[config.mk]
export PLATFORM = sky130hd
export DESIGN_NAME = branch_predictor_dyn
export DESIGN_NICKNAME = d
export VERILOG_FILES = /design/src/rtl/branch_predictor_dyn_pkg.sv /design/src/rtl/branch_predictor_dyn_sat_counter.sv /design/src/rtl/branch_predictor_dyn.sv
export SDC_FILE = /design/constraint.sdc
export NUM_CORES = 1
export LEC_CHECK = 0
export BUFFER_PORTS_ARGS = -buffer_cell sky130_fd_sc_hd__clkbuf_2
export CORE_ASPECT_RATIO = 0.7
export CORE_MARGIN = 1
export CORE_UTILIZATION = 40
export CTS_CLUSTER_DIAMETER = 30
export DETAILED_ROUTE_END_ITERATION = 10
export PLACE_DENSITY = 0.54
export SYNTH_ARGS = -nofsm -noshare
export SYNTH_HDL_FRONTEND = slang
export SYNTH_SLANG_ARGS = --single-unit
[constraint.sdc]
create_clock -name i_clk -period 6 [get_ports i_clk]
set_clock_uncertainty 0.2 [all_clocks]
set_input_delay 1.2 -clock i_clk [delete_from_list [all_inputs] [get_ports i_clk]]
set_output_delay 1.2 -clock i_clk [all_outputs]
set_load 0.05 [all_outputs]
[src/rtl/branch_predictor_dyn_pkg.sv]
// Shared definitions for the dynamic branch predictor: opcode constants
// (common with main_decoder) and the counter initial-value helper.
package branch_predictor_dyn_pkg;

    localparam logic [6:0] OP_BRANCH = 7'b1100011;
    localparam logic [6:0] OP_JAL    = 7'b1101111;
    localparam logic [6:0] OP_JALR   = 7'b1100111;

    // Weakly-not-taken: MSB clear, all lower bits set.
    function automatic logic [31:0] weak_not_taken(input int unsigned width);
        return (32'd1 << (width - 1)) - 32'd1;
    endfunction

endpackage

[src/rtl/branch_predictor_dyn_sat_counter.sv]
// Up/down saturating counter with enable; used for the prediction table
// entries and for the statistics counters.
module sat_counter #(
    parameter int               WIDTH     = 2,
    parameter logic [WIDTH-1:0] RESET_VAL = '0
) (
    input  logic             i_clk,
    input  logic             i_rst,
    input  logic             i_en,
    input  logic             i_inc,
    input  logic             i_dec,
    output logic [WIDTH-1:0] o_count
);

    localparam logic [WIDTH-1:0] MAX_VAL = '1;

    logic [WIDTH-1:0] r_count;

    // Increment takes priority over decrement when both are requested.
    always_ff @(posedge i_clk) begin
        if (i_rst) begin
            r_count <= RESET_VAL;
        end else if (i_en) begin
            if (i_inc) begin
                if (r_count != MAX_VAL) r_count <= r_count + WIDTH'(1);
            end else if (i_dec) begin
                if (r_count != '0) r_count <= r_count - WIDTH'(1);
            end
        end
    end

    assign o_count = r_count;

endmodule

[src/rtl/branch_predictor_dyn.sv]
// Bimodal/gshare branch predictor: registered prediction one cycle after
// fetch, non-speculative training from execute, saturating statistics.
module branch_predictor_dyn
    import branch_predictor_dyn_pkg::*;
#(
    parameter int PC_WIDTH   = 32,
    parameter int INDEX_BITS = 6,
    parameter int CTR_BITS   = 2,
    parameter int GHR_BITS   = 0,
    parameter int STAT_BITS  = 16
) (
    input  logic                  i_clk,
    input  logic                  i_rst,
    input  logic                  i_f_valid,
    input  logic                  i_f_stall,
    input  logic [PC_WIDTH-1:0]   i_f_pc,
    input  logic [6:0]            i_f_op,
    output logic                  o_p_valid,
    output logic                  o_p_taken,
    output logic [INDEX_BITS-1:0] o_p_index,
    input  logic                  i_u_valid,
    input  logic                  i_u_is_cond,
    input  logic [INDEX_BITS-1:0] i_u_index,
    input  logic                  i_u_taken,
    input  logic                  i_u_mispredict,
    output logic [STAT_BITS-1:0]  o_br_count,
    output logic [STAT_BITS-1:0]  o_mp_count
);

    localparam int ENTRIES = 1 << INDEX_BITS;
    localparam logic [CTR_BITS-1:0] CTR_INIT = CTR_BITS'(weak_not_taken(CTR_BITS));

    logic [CTR_BITS-1:0]   w_table [ENTRIES];
    logic [INDEX_BITS-1:0] w_hist;
    logic [INDEX_BITS-1:0] w_idx;
    logic                  w_taken;
    logic                  w_upd_cond;
    logic                  w_unused_pc;

    logic                  r_p_valid;
    logic                  r_p_taken;
    logic [INDEX_BITS-1:0] r_p_index;

    assign w_upd_cond  = i_u_valid && i_u_is_cond;
    assign w_unused_pc = ^{i_f_pc[PC_WIDTH-1:INDEX_BITS+2], i_f_pc[1:0]};

    for (genvar i = 0; i < ENTRIES; i++) begin : g_table
        sat_counter #(
            .WIDTH     (CTR_BITS),
            .RESET_VAL (CTR_INIT)
        ) u_entry (
            .i_clk   (i_clk),
            .i_rst   (i_rst),
            .i_en    (w_upd_cond && (i_u_index == INDEX_BITS'(i))),
            .i_inc   (i_u_taken),
            .i_dec   (!i_u_taken),
            .o_count (w_table[i])
        );
    end

    // History only advances on resolved conditional branches.
    if (GHR_BITS > 0) begin : g_ghr
        logic [GHR_BITS-1:0] r_ghr;

        always_ff @(posedge i_clk) begin
            if (i_rst) begin
                r_ghr <= '0;
            end else if (w_upd_cond) begin
                r_ghr <= GHR_BITS'({r_ghr, i_u_taken});
            end
        end

        assign w_hist = INDEX_BITS'(r_ghr);
    end else begin : g_bimodal
        assign w_hist = '0;
    end

    assign w_idx = i_f_pc[INDEX_BITS+1:2] ^ w_hist;

    // Table read sees the pre-update counter, giving read-before-write.
    always_comb begin
        w_taken = 1'b0;
        case (i_f_op)
            OP_BRANCH:       w_taken = w_table[w_idx][CTR_BITS-1];
            OP_JAL, OP_JALR: w_taken = 1'b1;
            default:         w_taken = 1'b0;
        endcase
    end

    always_ff @(posedge i_clk) begin
        if (i_rst) begin
            r_p_valid <= 1'b0;
            r_p_taken <= 1'b0;
            r_p_index <= '0;
        end else if (!i_f_stall) begin
            r_p_valid <= i_f_valid;
            r_p_taken <= w_taken && i_f_valid;
            r_p_index <= w_idx;
        end
    end

    assign o_p_valid = r_p_valid;
    assign o_p_taken = r_p_taken;
    assign o_p_index = r_p_index;

    sat_counter #(
        .WIDTH     (STAT_BITS),
        .RESET_VAL ('0)
    ) u_br_count (
        .i_clk   (i_clk),
        .i_rst   (i_rst),
        .i_en    (i_u_valid),
        .i_inc   (1'b1),
        .i_dec   (1'b0),
        .o_count (o_br_count)
    );

    sat_counter #(
        .WIDTH     (STAT_BITS),
        .RESET_VAL ('0)
    ) u_mp_count (
        .i_clk   (i_clk),
        .i_rst   (i_rst),
        .i_en    (i_u_valid && i_u_mispredict),
        .i_inc   (1'b1),
        .i_dec   (1'b0),
        .o_count (o_mp_count)
    );

endmodule

==> results of run 1 <==
-- routing by layer --
metal,wire length (um),vias up
met1,12600,4016
met5,0,-
met2,9780,204
met4,276,0
met3,1310,21
li1,-,4262
-- report_power, final --
part	total [mW]	leakage (nW)	internal, mW	switching [mW]
registers	1.21	1.36	1.16	0.0488
logic	0.266	1.62	0.0974	0.169
clock network	1.08	0.276	0.629	0.454
-- area by class of cell --
type	instances	share of cell area
Sequential cell	168	0.336
Multi-Input combinational cell	860	0.525
Tap cell	282	0.0353
Clock inverter	9	0.0100
Timing Repair Buffer	78	0.0425
Inverter	12	0.00475
Clock buffer	22	0.0464
-- how the worst min path moves through the flow --
stage,start,endpoint,slack [ns],cells after the start
floorplan,g_table[15].u_entry.o_count[0],g_table[15].u_entry.o_count[0],0.25,1
global placement,g_table[7].u_entry.o_count[0],g_table[7].u_entry.o_count[0],0.27,1
detailed placement,g_table[26].u_entry.o_count[0],g_table[26].u_entry.o_count[0],0.27,1
CTS,g_table[54].u_entry.o_count[0],g_table[54].u_entry.o_count[0],0.29,1
global route,u_mp_count.o_count[5],u_mp_count.o_count[5],0.31,2
finish,g_table[26].u_entry.o_count[0],g_table[26].u_entry.o_count[0],0.29,1
-- metrics by stage --
step / hold slack [ns] / cell area [um^2] / setup slack (ns) / power, mW
2_1_floorplan: 0.253 / 9020 / 3.01 / 1.42
6_report: 0.290 / 10000 / 2.84 / 2.56
4_1_cts: 0.290 / 10000 / 2.87 / 2.59
3_3_place_gp: 0.274 / 9440 / 2.42 / 1.50
3_5_place_dp: 0.273 / 9440 / 2.40 / 1.50
5_1_grt: 0.314 / 10000 / 2.72 / 2.67
-- sequential cells by signal, summed over array words and instances (netlist names) --
signal	count
u_mp_count.o_count	16
o_p_valid	1
u_br_count.o_count	16
o_p_index	6
g_table.u_entry.o_count	128
o_p_taken	1
-- synth_stat cells (16+ instances only) --
| cell | count |
|---|---|
| mux2i_1 | 16 |
| a21oi_1 | 132 |
| o31ai_1 | 61 |
| o221ai_1 | 53 |
| nand3_1 | 63 |
| nor2_1 | 154 |
| dfxtp_1 | 168 |
| nor3_1 | 71 |
| o21ai_0 | 86 |
| clkbuf_1 | 73 |
| nand2b_1 | 58 |
-- logic make-up (layout without fill, tap and decap cells) --
family | count (synthesis) | after routing | synth area share
simple gates | 440 | 440 | 0.253
flops | 168 | 168 | 0.373
buf+inv | 106 | 121 | 0.0459
compound gates | 370 | 370 | 0.258
fa+ha+maj | 2 | 2 | 0.00277
xor+xnor | 14 | 14 | 0.0136
mux | 34 | 34 | 0.0540
==> impl_results.md, run 1 <==
* Status: finished clean
* Most common cell after layout, fill and taps aside: dfxtp_1
* Final core occ at 0.457
* Top cells by area in the synthesized netlist: dfxtp_1, a21oi_1, nor2_1
* DRC viols at 0
* Commonest register cell after synthesis: dfxtp_1
* Setup-failing EPs final at 0
* F_max at 317 MHz
* Routed Antenna Nets at 0
* CTS Root Cell: clkbuf_16
* Largest net degree at the start of global routing at 72
* Synth Register Bits at 168
* Post-CTS Setup Inserts at 0
* Vias at 8,503
* Post-CTS sizing at 0
* Worst-Margin Slew at 0.809 ns
* Worst Reg2Reg Path Length in Cells at 5
* Layout cell share with drive strength beyond 1 at 0.115
* Max_slew headroom at 0.460
* Critical path depth at 6
* Max cap viols at 0
* CTS Buf Count at 17
* Count of final hold-check violations at 0
* Gp weighted congestion at 0.771
* Die height at 128 um
* Critical path launch point: i_u_valid
* Placed Cells at 1,400
* Min Tclk post-route at 3.16 ns
* Final wirelength at 24,000 um
* Slowest-stage cell, CP: nand4bb_2
* Worst hold path class: flip-flop to flip-flop
* Drt wl/cell at 16.8 um
* Clk buf depth at 2
* GRT Max-Usage Layer: met1
* Async set-or-reset flop fraction in the synthesized netlist at 0
* Crit end category: flip-flop
* Die area at 0.0232 mm^2
* Nets at 1,192
* Crit-path max cell delay at 0.67 ns
* Mapped Area at 0.00902 mm^2
* I/O pins at 93
* Buf/Inv on CP at 2
* Mean Syn Cell Area at 7.96 um^2
* Sequential share of the synthesized area at 0.373
* Netlist cell types at 53
* Total clock sinks at 168
* Cell accounting for the most synthesized area: dfxtp_1
* Fillcell total at 2,141
* Finished Layout Cells at 1,431
* Most frequent cells in the layout: dfxtp_1, nor2_1, a21oi_1
* Multi-input gate area at 0.00525 mm^2
* CTS tree: done
* Post-synth EDFFs at 0
* RR Startpoint: u_br_count.o_count[3]
* Sequential cell area at 0.00336 mm^2
* Row count at 45
* Met3 usage at 0.0356
* DRT iter0 DRCs at 774
* GRT overflow at 0
* Synthesis-to-layout area growth at 10.9%
* CP arrival at 3.28 ns
* Vias in the first global route at 7,410
* Clk_lat worst skew at 0.43 ns
* Worst-path cell chain: clkbuf_2, nand4bb_2, buf_4, or2_1, a21o_1, a211o_1
* GRT Overall Usage at 0.212
* H-Tree Depth at 4
* GR Layer Usage met1 at 0.323
* Setup repair after global routing missed its margin: no
* Critical path fanouts, max at 26
* YS warnings at 0
* Setup crit start kind: input pin
* Antenna violations before repair at 0
* Total Neg Setup Slack at 0 ns
* Detailed placer's ending HPWL at 14,800 um
* Crit Path Class: input pin to flip-flop
* First-pass GRT wire length at 39,400 um
* Iteration count of the initial detailed-routing pass at 5
* Chip Width at 181 um
* Top delay family on crit path: simple AND/OR/NAND/NOR gates
* WP data required at 6.12 ns
* Share of the synthesized area in the top cell type at 0.373
* N_diodes at 0
* Clock-pin slew on the worst setup and hold paths at 0.07 ns
* Max-slew violations at 0
* Port bufs at 66
* Initial Utilization at 0.412
* Vias/cell at 5.94
* Fin crit share at 0.526
* End of the critical path: g_table[1].u_entry.o_count[0]
* FF-to-FF End: u_br_count.o_count[15]
* GRT met2 Usage at 0.301
* Core area at 0.0219 mm^2
* Hold_buf cts at 0
* Power Dens Cells at 256 mW/mm^2
* Post-Syn Nets at 1,189
* Worst ir drop on vdd at 0.000194 V
* Static Leak at 3.26 nW
* Post-Syn Instances at 1,134
* Worst R2R Setup Slack at 3.67 ns
(Power assumes the default switching activity.)
==> run 2, diff against run 1 <==
- PLACE_DENSITY: 0.54 -> 0.56
- clock period: 6 -> 2.63 ns (I/O delays scaled with it)
==> impl_results.md, run 2 (synthesis gave the netlist of run 1 again) <==
* Max-slew violations at 0 (unchanged)
* Multi-input gate area at 0.00525 mm^2 (unchanged)
* Worst-Margin Slew at 0.595 ns (was 0.809 ns)
* Max cap viols at 0 (unchanged)
* H-Tree Depth at 4 (unchanged)
* Worst ir drop on vdd at 0.000494 V (was 0.000194 V)
* Clk buf depth at 2 (unchanged)
* Critical path fanouts, max at 6 (was 26)
* Static Leak at 3.46 nW (was 3.26 nW)
* Final core occ at 0.474 (was 0.457)
* Synthesis-to-layout area growth at 15.1% (was 10.9%)
* Final wirelength at 24,200 um (was 24,000 um)
* Number of flip-flops in the largest register at 128 (unchanged)
* Gp weighted congestion at 0.805 (was 0.771)
* DRT iter0 DRCs at 730 (was 774)
* Min Tclk post-route at 2.26 ns
* Clk_lat worst skew at 0.43 ns (about the same)
* Post-CTS Setup Inserts at 0 (unchanged)
* Placed Instance Area at 0.00977 mm^2 (was 0.00944 mm^2)
* Total Neg Setup Slack at 0 ns (unchanged)
* RR Startpoint: u_br_count.o_count[0] (was u_br_count.o_count[3])
* Power Dens Cells at 585 mW/mm^2 (was 256 mW/mm^2)
* Detailed placer's ending HPWL at 15,500 um (was 14,800 um)
* Routed Antenna Nets at 0 (unchanged)
* DRC viols at 0 (unchanged)
* CP arrival at 2.38 ns (was 3.28 ns)
* F_max at 442 MHz
* Worst Reg2Reg Path Length in Cells at 6 (was 5)
* Crit end category: flip-flop (unchanged)
* CTS Buf Count at 17 (unchanged)
* Fin crit share at 0.860
* WHS Path Cells at 3 (was 1)
* Most frequent cells in the layout: dfxtp_1, nor2_1, a21oi_1 (unchanged)
* Worst hold path class: input pin to flip-flop (was flip-flop to flip-flop)
* Die area at 0.0232 mm^2 (unchanged)
* Die height at 128 um (unchanged)
* Total clock sinks at 168 (unchanged)
* Setup-failing EPs final at 0 (unchanged)
* Crit Path Class: flip-flop to flip-flop (was input pin to flip-flop)
* Hold_sp: i_f_op[2] (was g_table[26].u_entry.o_count[0])
* Sequential cell area at 0.00336 mm^2 (unchanged)
* Count of final hold-check violations at 0 (unchanged)
* Hold_buf cts at 0 (unchanged)
* Post-CTS sizing at 0 (unchanged)
* N_diodes at 0 (unchanged)
* Antenna violations before repair at 0 (unchanged)
* Worst slack, placed at 0.167 ns (was 2.40 ns)
* Clock-pin slew on the worst setup and hold paths at 0.06 ns (was 0.07 ns)
* Iteration count of the initial detailed-routing pass at 7 (was 5)
* Core area at 0.0219 mm^2 (unchanged)
* Initial Utilization at 0.412 (unchanged)
* WP data required at 2.75 ns (was 6.12 ns)
* Drt wl/cell at 16.5 um (was 16.8 um)
* Chip Width at 181 um (unchanged)
* Most common cell after layout, fill and taps aside: dfxtp_1 (unchanged)
* Vias at 8,633 (was 8,503)
* Port bufs at 66 (unchanged)
* CTS tree: done (unchanged)
* I/O pins at 93 (unchanged)
* GRT Overall Usage at 0.210 (was 0.212)
* Setup crit start kind: flip-flop (was input pin)
* GRT overflow at 0 (unchanged)
* Status: finished clean (unchanged)
* Post-route cell area at 0.0104 mm^2 (was 0.0100 mm^2)
* Nets at 1,225 (was 1,192)
* Row count at 45 (unchanged)
* Setup repair after global routing missed its margin: no (unchanged)
* Largest net degree at the start of global routing at 79 (was 72)
* Worst R2R Setup Slack at 0.37 ns (was 3.67 ns)
* Layout cell share with drive strength beyond 1 at 0.140 (was 0.115)
* Max_slew headroom at 0.599 (was 0.460)
* Vias/cell at 5.90 (was 5.94)
* CTS Root Cell: clkbuf_16 (unchanged)
* Fillcell total at 2,134 (was 2,141)
* FF-to-FF End: u_br_count.o_count[1] (was u_br_count.o_count[15])
* Hold EP: o_p_taken (was g_table[26].u_entry.o_count[0])
* Vias in the first global route at 7,324 (was 7,410)
* Setup ws final at 0.369 ns (was 2.84 ns)
* First-pass GRT wire length at 39,000 um (was 39,400 um)
run 2: worst max path at each step:
stage,start,endpoint
after detailed placement,i_f_pc[3],o_p_taken
after floorplan,u_br_count.o_count[0],u_br_count.o_count[15]
after global routing,u_br_count.o_count[0],u_br_count.o_count[1]
after global placement,i_f_pc[3],o_p_taken
final,u_br_count.o_count[0],u_br_count.o_count[1]
after CTS,u_br_count.o_count[0],u_br_count.o_count[1]
run 2: cell type report:
cell class,instances,area share
clock buffer,24,0.0483
clock inverter,7,0.0111
inverter,12,0.00458
multi-input combinational,860,0.506
sequential,168,0.324
tap,282,0.0340
timing repair buffer,111,0.0721
run 2: critical path, stage by stage, from the launching register on:
cell and delay, ns:
dfxtp_1 0.41, ha_1 0.24, and2_1 0.20, nand4_1 0.23, o21ai_0 0.56, mux2i_1 0.25, nor2_1 0.06
run 2: metal layers:
| metal | GRT usage | vias to the layer above | part of all wire |
|---|---|---|---|
| met4 | 0.0444 | 0 | 0.0071 |
| met3 | 0.0399 | 13 | 0.046 |
| met1 | 0.328 | 4126 | 0.54 |
| met2 | 0.292 | 178 | 0.41 |
| li1 | - | 4316 | - |
| met5 | 0 | - | 0 |
run 2: stage by stage:
stage                     cells  hold WS [ns]  power (mW)
after CTS                  1464         0.132        6.13
final                      1464         0.149        6.07
after global routing       1464         0.149        6.31
after floorplan            1134         0.253        3.25
after global placement     1433         0.268        3.45
after detailed placement   1433         0.275        3.46
run 2: power by group:
group,internal [mW],total [mW],switching (mW)
logic,0.250,0.640,0.390
registers,2.65,2.77,0.116
clock network,1.61,2.66,1.05
total,4.52,6.07,1.55
